**src/rtl/tick_pkg.sv**
```systemverilog
// Shared constants for the tick_counter slice: default sizes, direction encoding
// and the counter operation selected each cycle.
package tick_pkg;

  localparam int TICK_WIDTH           = 8;
  localparam int TICK_MAX_COUNT       = 9;
  localparam int TICK_DEBOUNCE_CYCLES = 16;

  localparam logic DIR_UP   = 1'b1;
  localparam logic DIR_DOWN = 1'b0;

  typedef enum logic [1:0] {
    OP_HOLD = 2'd0,
    OP_LOAD = 2'd1,
    OP_INC  = 2'd2,
    OP_DEC  = 2'd3
  } count_op_e;

endpackage

```
**src/rtl/sync_edge_detect.sv**
```systemverilog
// Two-flop synchronizer for slow_in, optional debounce filter (TICK_COUNTER_DEBOUNCE_EN)
// and rising-edge detector. rise is combinational so the counter updates with tick.
module sync_edge_detect
  import tick_pkg::*;
#(
  parameter int DEBOUNCE_CYCLES = TICK_DEBOUNCE_CYCLES
) (
  input  logic clk_in,
  input  logic rst_n,
  input  logic slow_in,
  output logic rise,
  output logic tick
);

  logic sync1_q, sync1_d;
  logic sync2_q, sync2_d;
  logic prev_q, prev_d;
  logic tick_q, tick_d;
  logic level;

`ifdef TICK_COUNTER_DEBOUNCE_EN
  localparam int STAB_W = (DEBOUNCE_CYCLES > 1) ? $clog2(DEBOUNCE_CYCLES + 1) : 1;

  logic [STAB_W-1:0] stab_q, stab_d;
  logic              filt_q, filt_d;

  // The run length restarts whenever sync2 agrees with the filtered level again.
  always_comb begin
    stab_d = '0;
    filt_d = filt_q;
    if (sync2_q != filt_q) begin
      if (stab_q == STAB_W'(DEBOUNCE_CYCLES - 1)) begin
        filt_d = sync2_q;
      end else begin
        stab_d = stab_q + STAB_W'(1);
      end
    end
  end

  always_ff @(posedge clk_in or negedge rst_n) begin
    if (!rst_n) begin
      stab_q <= '0;
      filt_q <= 1'b0;
    end else begin
      stab_q <= stab_d;
      filt_q <= filt_d;
    end
  end

  assign level = filt_q;
`else
  logic debounce_unused;
  assign debounce_unused = (DEBOUNCE_CYCLES > 0);
  assign level           = sync2_q;
`endif

  always_comb begin
    sync1_d = slow_in;
    sync2_d = sync1_q;
    prev_d  = level;
    rise    = level & ~prev_q;
    tick_d  = rise;
  end

  always_ff @(posedge clk_in or negedge rst_n) begin
    if (!rst_n) begin
      sync1_q <= 1'b0;
      sync2_q <= 1'b0;
      prev_q  <= 1'b0;
      tick_q  <= 1'b0;
    end else begin
      sync1_q <= sync1_d;
      sync2_q <= sync2_d;
      prev_q  <= prev_d;
      tick_q  <= tick_d;
    end
  end

  assign tick = tick_q;

endmodule

```
**src/rtl/tick_counter.sv**
```systemverilog
// Modulo up/down counter advanced by rising edges of a slow asynchronous input.
// Build with TICK_COUNTER_DEBOUNCE_EN to insert the debounce filter before edge detection.
module tick_counter
  import tick_pkg::*;
#(
  parameter int               WIDTH           = TICK_WIDTH,
  parameter logic [WIDTH-1:0] MAX_COUNT       = WIDTH'(TICK_MAX_COUNT),
  parameter int               DEBOUNCE_CYCLES = TICK_DEBOUNCE_CYCLES
) (
  input  logic             clk_in,
  input  logic             rst_n,
  input  logic             slow_in,
  input  logic             en,
  input  logic             up,
  input  logic             load,
  input  logic [WIDTH-1:0] load_val,
  output logic             tick,
  output logic [WIDTH-1:0] count,
  output logic             wrap
);

  logic             rise;
  count_op_e        op;
  logic [WIDTH-1:0] load_clamped;
  logic [WIDTH-1:0] count_q, count_d;
  logic             wrap_q, wrap_d;

  sync_edge_detect #(
    .DEBOUNCE_CYCLES(DEBOUNCE_CYCLES)
  ) u_sync_edge_detect (
    .clk_in (clk_in),
    .rst_n  (rst_n),
    .slow_in(slow_in),
    .rise   (rise),
    .tick   (tick)
  );

  // Load wins over a coincident edge; the edge still shows up on tick.
  always_comb begin
    op = OP_HOLD;
    if (load) begin
      op = OP_LOAD;
    end else if (rise && en) begin
      op = (up == DIR_UP) ? OP_INC : OP_DEC;
    end
  end

  assign load_clamped = (load_val > MAX_COUNT) ? MAX_COUNT : load_val;

  always_comb begin
    count_d = count_q;
    wrap_d  = 1'b0;
    case (op)
      OP_LOAD: count_d = load_clamped;
      OP_INC: begin
        if (count_q == MAX_COUNT) begin
          count_d = '0;
          wrap_d  = 1'b1;
        end else begin
          count_d = count_q + WIDTH'(1);
        end
      end
      OP_DEC: begin
        if (count_q == '0) begin
          count_d = MAX_COUNT;
          wrap_d  = 1'b1;
        end else begin
          count_d = count_q - WIDTH'(1);
        end
      end
      default: count_d = count_q;
    endcase
  end

  always_ff @(posedge clk_in or negedge rst_n) begin
    if (!rst_n) begin
      count_q <= '0;
      wrap_q  <= 1'b0;
    end else begin
      count_q <= count_d;
      wrap_q  <= wrap_d;
    end
  end

  assign count = count_q;
  assign wrap  = wrap_q;

endmodule

```
**config.mk**
```make
export PLATFORM = sky130hd
export DESIGN_NAME = tick_counter
export DESIGN_NICKNAME = d
export VERILOG_FILES = /design/src/rtl/tick_pkg.sv /design/src/rtl/sync_edge_detect.sv /design/src/rtl/tick_counter.sv
export SDC_FILE = /design/constraint.sdc
export NUM_CORES = 1
export LEC_CHECK = 0
export CAP_MARGIN = 20
export CELL_PAD_IN_SITES_DETAIL_PLACEMENT = 1
export CELL_PAD_IN_SITES_GLOBAL_PLACEMENT = 1
export CORE_ASPECT_RATIO = 0.5
export CORE_MARGIN = 4
export CORE_UTILIZATION = 35
export DETAILED_ROUTE_END_ITERATION = 8
export PLACE_DENSITY_LB_ADDON = 0.1
export SLEW_MARGIN = 20
export SYNTH_ARGS = -nofsm -noshare
export SYNTH_HDL_FRONTEND = slang
export SYNTH_SLANG_ARGS = --single-unit
```
**constraint.sdc**
```tcl
create_clock -name clk_in -period 2.2 [get_ports clk_in]
set_input_delay 0.22 -clock clk_in [delete_from_list [all_inputs] [get_ports clk_in]]
set_output_delay 0.22 -clock clk_in [all_outputs]
set_load 0.01 [all_outputs]
```
======== After elaboration in Yosys (flattened, before gate mapping) ========
Index checks and enable logic that the tools add are counted.
operators by class
  muxes and demuxes ....................... 10
  reduce and logical (&&, ||, !) cells .... 3
  bitwise gates (word level) .............. 2
  magnitude comparators ................... 1
  eq/ne operators ......................... 4
  $add $sub $neg .......................... 2
operators with widths
  cell                 count
  $mux 8               3
  $pmux 8 s3           1
  $add 8x1->8 const B  1
  $eq 8x4->1 const B   1
  $gt 8x4->1 const B   1
  $logic_not 8->1      1
  $sub 8x1->8 const B  1
  $eq 2x2->1 const B   2
  $mux 2               2
  $mux 1               3
  $reduce_bool 3->1    1
  $eq 2x1->1 const B   1
  $pmux 1 s2           1
  $and 1x1->1          1
  $logic_and 1x1->1    1
  $not 1->1            1
storage, ports and cells
  word-level logic and storage cells ...... 28
  bits of input ports ..................... 14
  register bits ........................... 13
  output and inout bits ................... 10

======== Logic depth before layout (Yosys ltp) ========
  depth after elaboration ................. 7
  depth in mapped cells ................... 6
  mapped depth without buffers ............ 6

======== Hierarchy ========
Synthesis repeated with hierarchy kept, for this count alone.
unflattened totals
  cells, all modules ...................... 96
  area total of the unflattened synthesis .. 929.6 µm²
modules (own cells, without submodules)
  module            area an instance (µm²)  cells an instance  seq. area each (µm²)  instances
  tick_counter      815.8                   91                 225.2                 1
  sync_edge_detect  113.9                   5                  100.1                 1

======== Least setup slack after synthesis ========
OpenSTA, ideal clock, no wires.
  path type ............................... register -> register
  from .................................... reg count_q[0] (netlist: count[0])
  to ...................................... reg count_q[0] (netlist: count[0])
  arrival time ............................ 1.646 ns
  clock period less this slack ............ 1.733 ns
  path buffers ............................ 0
  required time ........................... 2.113 ns
  setup slack ............................. 0.467 ns
  cell stages (with the launch flop) ...... 7
  path through ............................ dfrtp_1 -> inv_1 -> ha_1 -> or4b_4 -> nor4_2 -> o32ai_1 -> a22oi_1
on the way
  longest elaborated chain between the ends .. 3
  elaborated cells between the ends (all ways) .. 7
  those cells by class .................... 2 x add/sub; 1 x eq/ne; 3 x mux; 1 x reduce/logical
RTL lines
  what                                 line                                    text
  start: declaration                   tick_counter.sv:25                      logic [WIDTH-1:0] count_q, count_d;
  start signal: assignment             tick_counter.sv:80                      count_q <= count_d;
  $sub 8x1->8 (tied with other cells)  tick_counter.sv:68                      count_d = count_q - WIDTH'(1);
  $mux 8, on equally long branches     tick_counter.sv:64, tick_counter.sv:56
  $pmux 8 s3 *                         tick_counter.sv:53                      case (op)
Every way passes the cells marked *; elsewhere a longest branch is shown, timed or not.
A chain may end at the register's enable or synchronous reset.

======== Final worst setup path ========
  from .................................... reg count_q[0] (netlist: count[0])
  to ...................................... reg count_q[6] (netlist: count[6])
The elaborated chain is that of the path after synthesis.

==> impl_metrics.env <==
export IMPL_final_setup_tns_ns=0
export IMPL_power_density_cell_area_mw_per_mm2=475.3
export IMPL_synthTopCellsByArea="dfrtp_1 (33%), ha_1 (3.8%), a32oi_1 (3.6%)"
export IMPL_timing_final_crit_period_ns=1.886
export IMPL_synthArstFlopShare_pct=100.0
export IMPL_clkSlewWorstSetupHoldPaths_ns=0.06
export IMPL_root_buffer="clkbuf_8"
export IMPL_finalSetupViolations=0
export IMPL_clock_skew_final_ns=0.008958
export IMPL_hp_class="reg -> reg"
export IMPL_crit_slowest_cell="dfrtp_1"
export IMPL_clock_network_latency_to_the_later_pin_of_the_worst_skew_pair_ns=0.25
export IMPL_worst_endpoint_required_ns=2.36
export IMPL_maximum_number_of_pins_on_one_net_before_global_route_repair=15
export IMPL_run_status="finished clean"
export IMPL_routed_wire_length_per_instance_um=17.75
export IMPL_cts_repair_timing_setup_buffer_count=0
export IMPL_cts_buffers=3
export IMPL_post_route_cell_area_mm2=0.001324
export IMPL_post_synth_num_cell_types=45
export IMPL_setup_repair_after_global_routing_missed_its_margin="no"
export IMPL_layout_commonest_cell="clkdlybuf4s50_1"
export IMPL_post_synth_inst_count=102
export IMPL_tritoncts="built"
export IMPL_slew_of_the_pin_with_the_lowest_slew_margin_ns=0.6667
export IMPL_critical_path_class="reg -> reg"
export IMPL_grt_util_all_layers_pct=17.33
export IMPL_wirelength_mm=2.982
export IMPL_placer_s_final_routability_congestion_estimate=0.8075
export IMPL_globalRouteOverflowTotal=0
export IMPL_placement_rows=13
export IMPL_cts_repair_resize_count=0
export IMPL_achievable_frequency_mhz=530.2
export IMPL_initial_core_util_pct=37.42
export IMPL_avgSynthCellArea_um2=9.666
export IMPL_ys_flop_type="dfrtp_1"
export IMPL_fin_nets=149
export IMPL_dr_total_vias=929
export IMPL_chipWidth_um=83.06
export IMPL_worstPathCellList="buf_4 > ha_1 > and4bb_1 > a211oi_4 > inv_1 > o211ai_1"
export IMPL_maxSlewHeadroom_pct=55.42
export IMPL_slowest_delay_ns=0.41
export IMPL_number_of_antenna_violations_at_the_first_check_in_global_routing=0
export IMPL_port_buffer_count=23
export IMPL_io_pins=24
export IMPL_hold_violations=0
export IMPL_report_final_slew_viol_count=0
export IMPL_post_synth_top_area_fraction_pct=32.99
export IMPL_global_route_wire_length_before_repair_mm=4.940
export IMPL_final_fill_count=296
export IMPL_detail_route_antenna_nets=0
export IMPL_drtIter0Drc=77
export IMPL_drc=0
export IMPL_yosysWarningCount=0
export IMPL_ys_seq_elements=13
export IMPL_cell_class_contributing_the_biggest_share_of_worst_path_delay="compound AO/OA/AOI/OAI gates"
export IMPL_dpl_hpwl_mm=2.167
export IMPL_drt_vias_per_instance=5.530
export IMPL_cts_root_to_sink_buffers=2
export IMPL_area_growth_pct=34.26
export IMPL_synth_seq_area_share_pct=32.99
export IMPL_mappedNetlistArea_um2=985.9
export IMPL_timing_hold_ws_ns=0.3634
export IMPL_die_height_um=45.53
export IMPL_final_critical_path_setup_slack_ns=0.3139
export IMPL_tritoncts_num_sinks=13
export IMPL_h_tree_depth=1
export IMPL_total_leakage_power_nw=0.4922
export IMPL_cap_violations=0
export IMPL_final_cell_mix="clkdlybuf4s50_1 (23), dfrtp_1 (13), nor2_1 (9)"
export IMPL_insertedDiodeCount=0
export IMPL_post_layout_total_power_w=0.0006292
export IMPL_irDropWorstVdd_uv=213.7
export IMPL_crit_fanout=8
export IMPL_synth_area_leader_cell="dfrtp_1"
export IMPL_count_of_flip_flops_with_a_built_in_enable_after_synthesis=0
export IMPL_floorplan_die_area_mm2=0.003782
export IMPL_placeable_area_mm2=0.002635
export IMPL_worstSetupEndpointType="flop"
export IMPL_placedInstanceArea_mm2=0.001279
export IMPL_detailedRoute_firstPassIterationCount=4
export IMPL_final_layout_size_suffix_gt1_share_pct=15.27
export IMPL_cp_start_kind="flop"
export IMPL_postSynthNetCount=119
export IMPL_pre_cts_ws_ns=0.3207
export IMPL_post_route_period_util_pct=85.73
export IMPL_first_global_vias=925
export IMPL_worst_ep_arrival_time_ns=2.05
export IMPL_ctsHoldBuffers=0
export IMPL_critical_path_n_buffers_inverters=2
[final timing paths]
kind / from / end / slack [ns] / cells after the start
setup / recovery: count[0] / count[6] / 0.31 / 6
hold / removal: u_sync_edge_detect.sync1_q / u_sync_edge_detect.level / 0.36 / 0
setup reg to reg: count[0] / count[6] / 0.31 / 6
hold reg to reg: u_sync_edge_detect.sync1_q / u_sync_edge_detect.level / 0.36 / 0
max in group asynchronous: rst_n / count[5] / 1.39 / 1
min in group asynchronous: rst_n / count[6] / 0.38 / 1
[layer usage]
layer | vias to the layer above | wire length, um | share of wire (%) | global-route usage, %
met4 | 0 | 24 | 0.80 | 3.909
met1 | 448 | 1568 | 53 | 24.81
met5 | - | 0 | 0 | 0
met2 | 27 | 1209 | 41 | 25.64
met3 | 4 | 180 | 6.0 | 5.415
li1 | 450 | - | - | -
[power breakdown]
group | internal (W) | switching, W | leakage [nW]
combinational | 0.0000704 | 0.0000723 | 0.307
clock | 0.000128 | 0.0000940 | 0.0228
sequential | 0.000249 | 0.0000149 | 0.162
[logic make-up (layout without fill, tap and decap cells)]
logic type / after synthesis / count (layout) / share of synthesized area (%)
mux: 1 / 1 / 1.015
buf+inv: 11 / 40 / 5.964
flops: 13 / 13 / 32.99
compound gates: 30 / 30 / 24.36
fa+ha+maj: 3 / 3 / 3.808
xor+xnor: 4 / 4 / 3.554
simple gates: 40 / 40 / 28.30
[synth_stat cells (3+ instances only)]
cell     number
a21oi_1       3
a32oi_1       4
dfrtp_1      13
ha_1          3
inv_1         6
nand2_1       6
nand3_1       3
nor2_1        9
nor2b_1       3
nor3_1        3
o21ai_0       4
[registers in the layout, indices dropped and copies added (netlist names)]
signal                      flops
wrap                            1
count                           8
u_sync_edge_detect.tick         1
u_sync_edge_detect.prev_q       1
u_sync_edge_detect.sync1_q      1
u_sync_edge_detect.level        1
[metrics by stage]
stage | instances | utilization, %
2_1_floorplan | 102 | -
3_3_place_gp | 164 | 48.53
3_5_place_dp | 164 | 48.53
4_1_cts | 168 | 50.24
5_1_grt | 168 | 50.24
6_report | 168 | 50.24
[layout make-up]
type / count / area, um2 / area share, %
multi-input cells: 78 / 601.8 / 45.46
well taps: 37 / 46.29 / 3.497
flip-flops and latches: 13 / 325.3 / 24.57
repair buffers: 30 / 282.8 / 21.36
clock buffers: 4 / 45.04 / 3.403
inverters: 6 / 22.52 / 1.701
No activity file was read; power rests on OpenSTA's default activity.
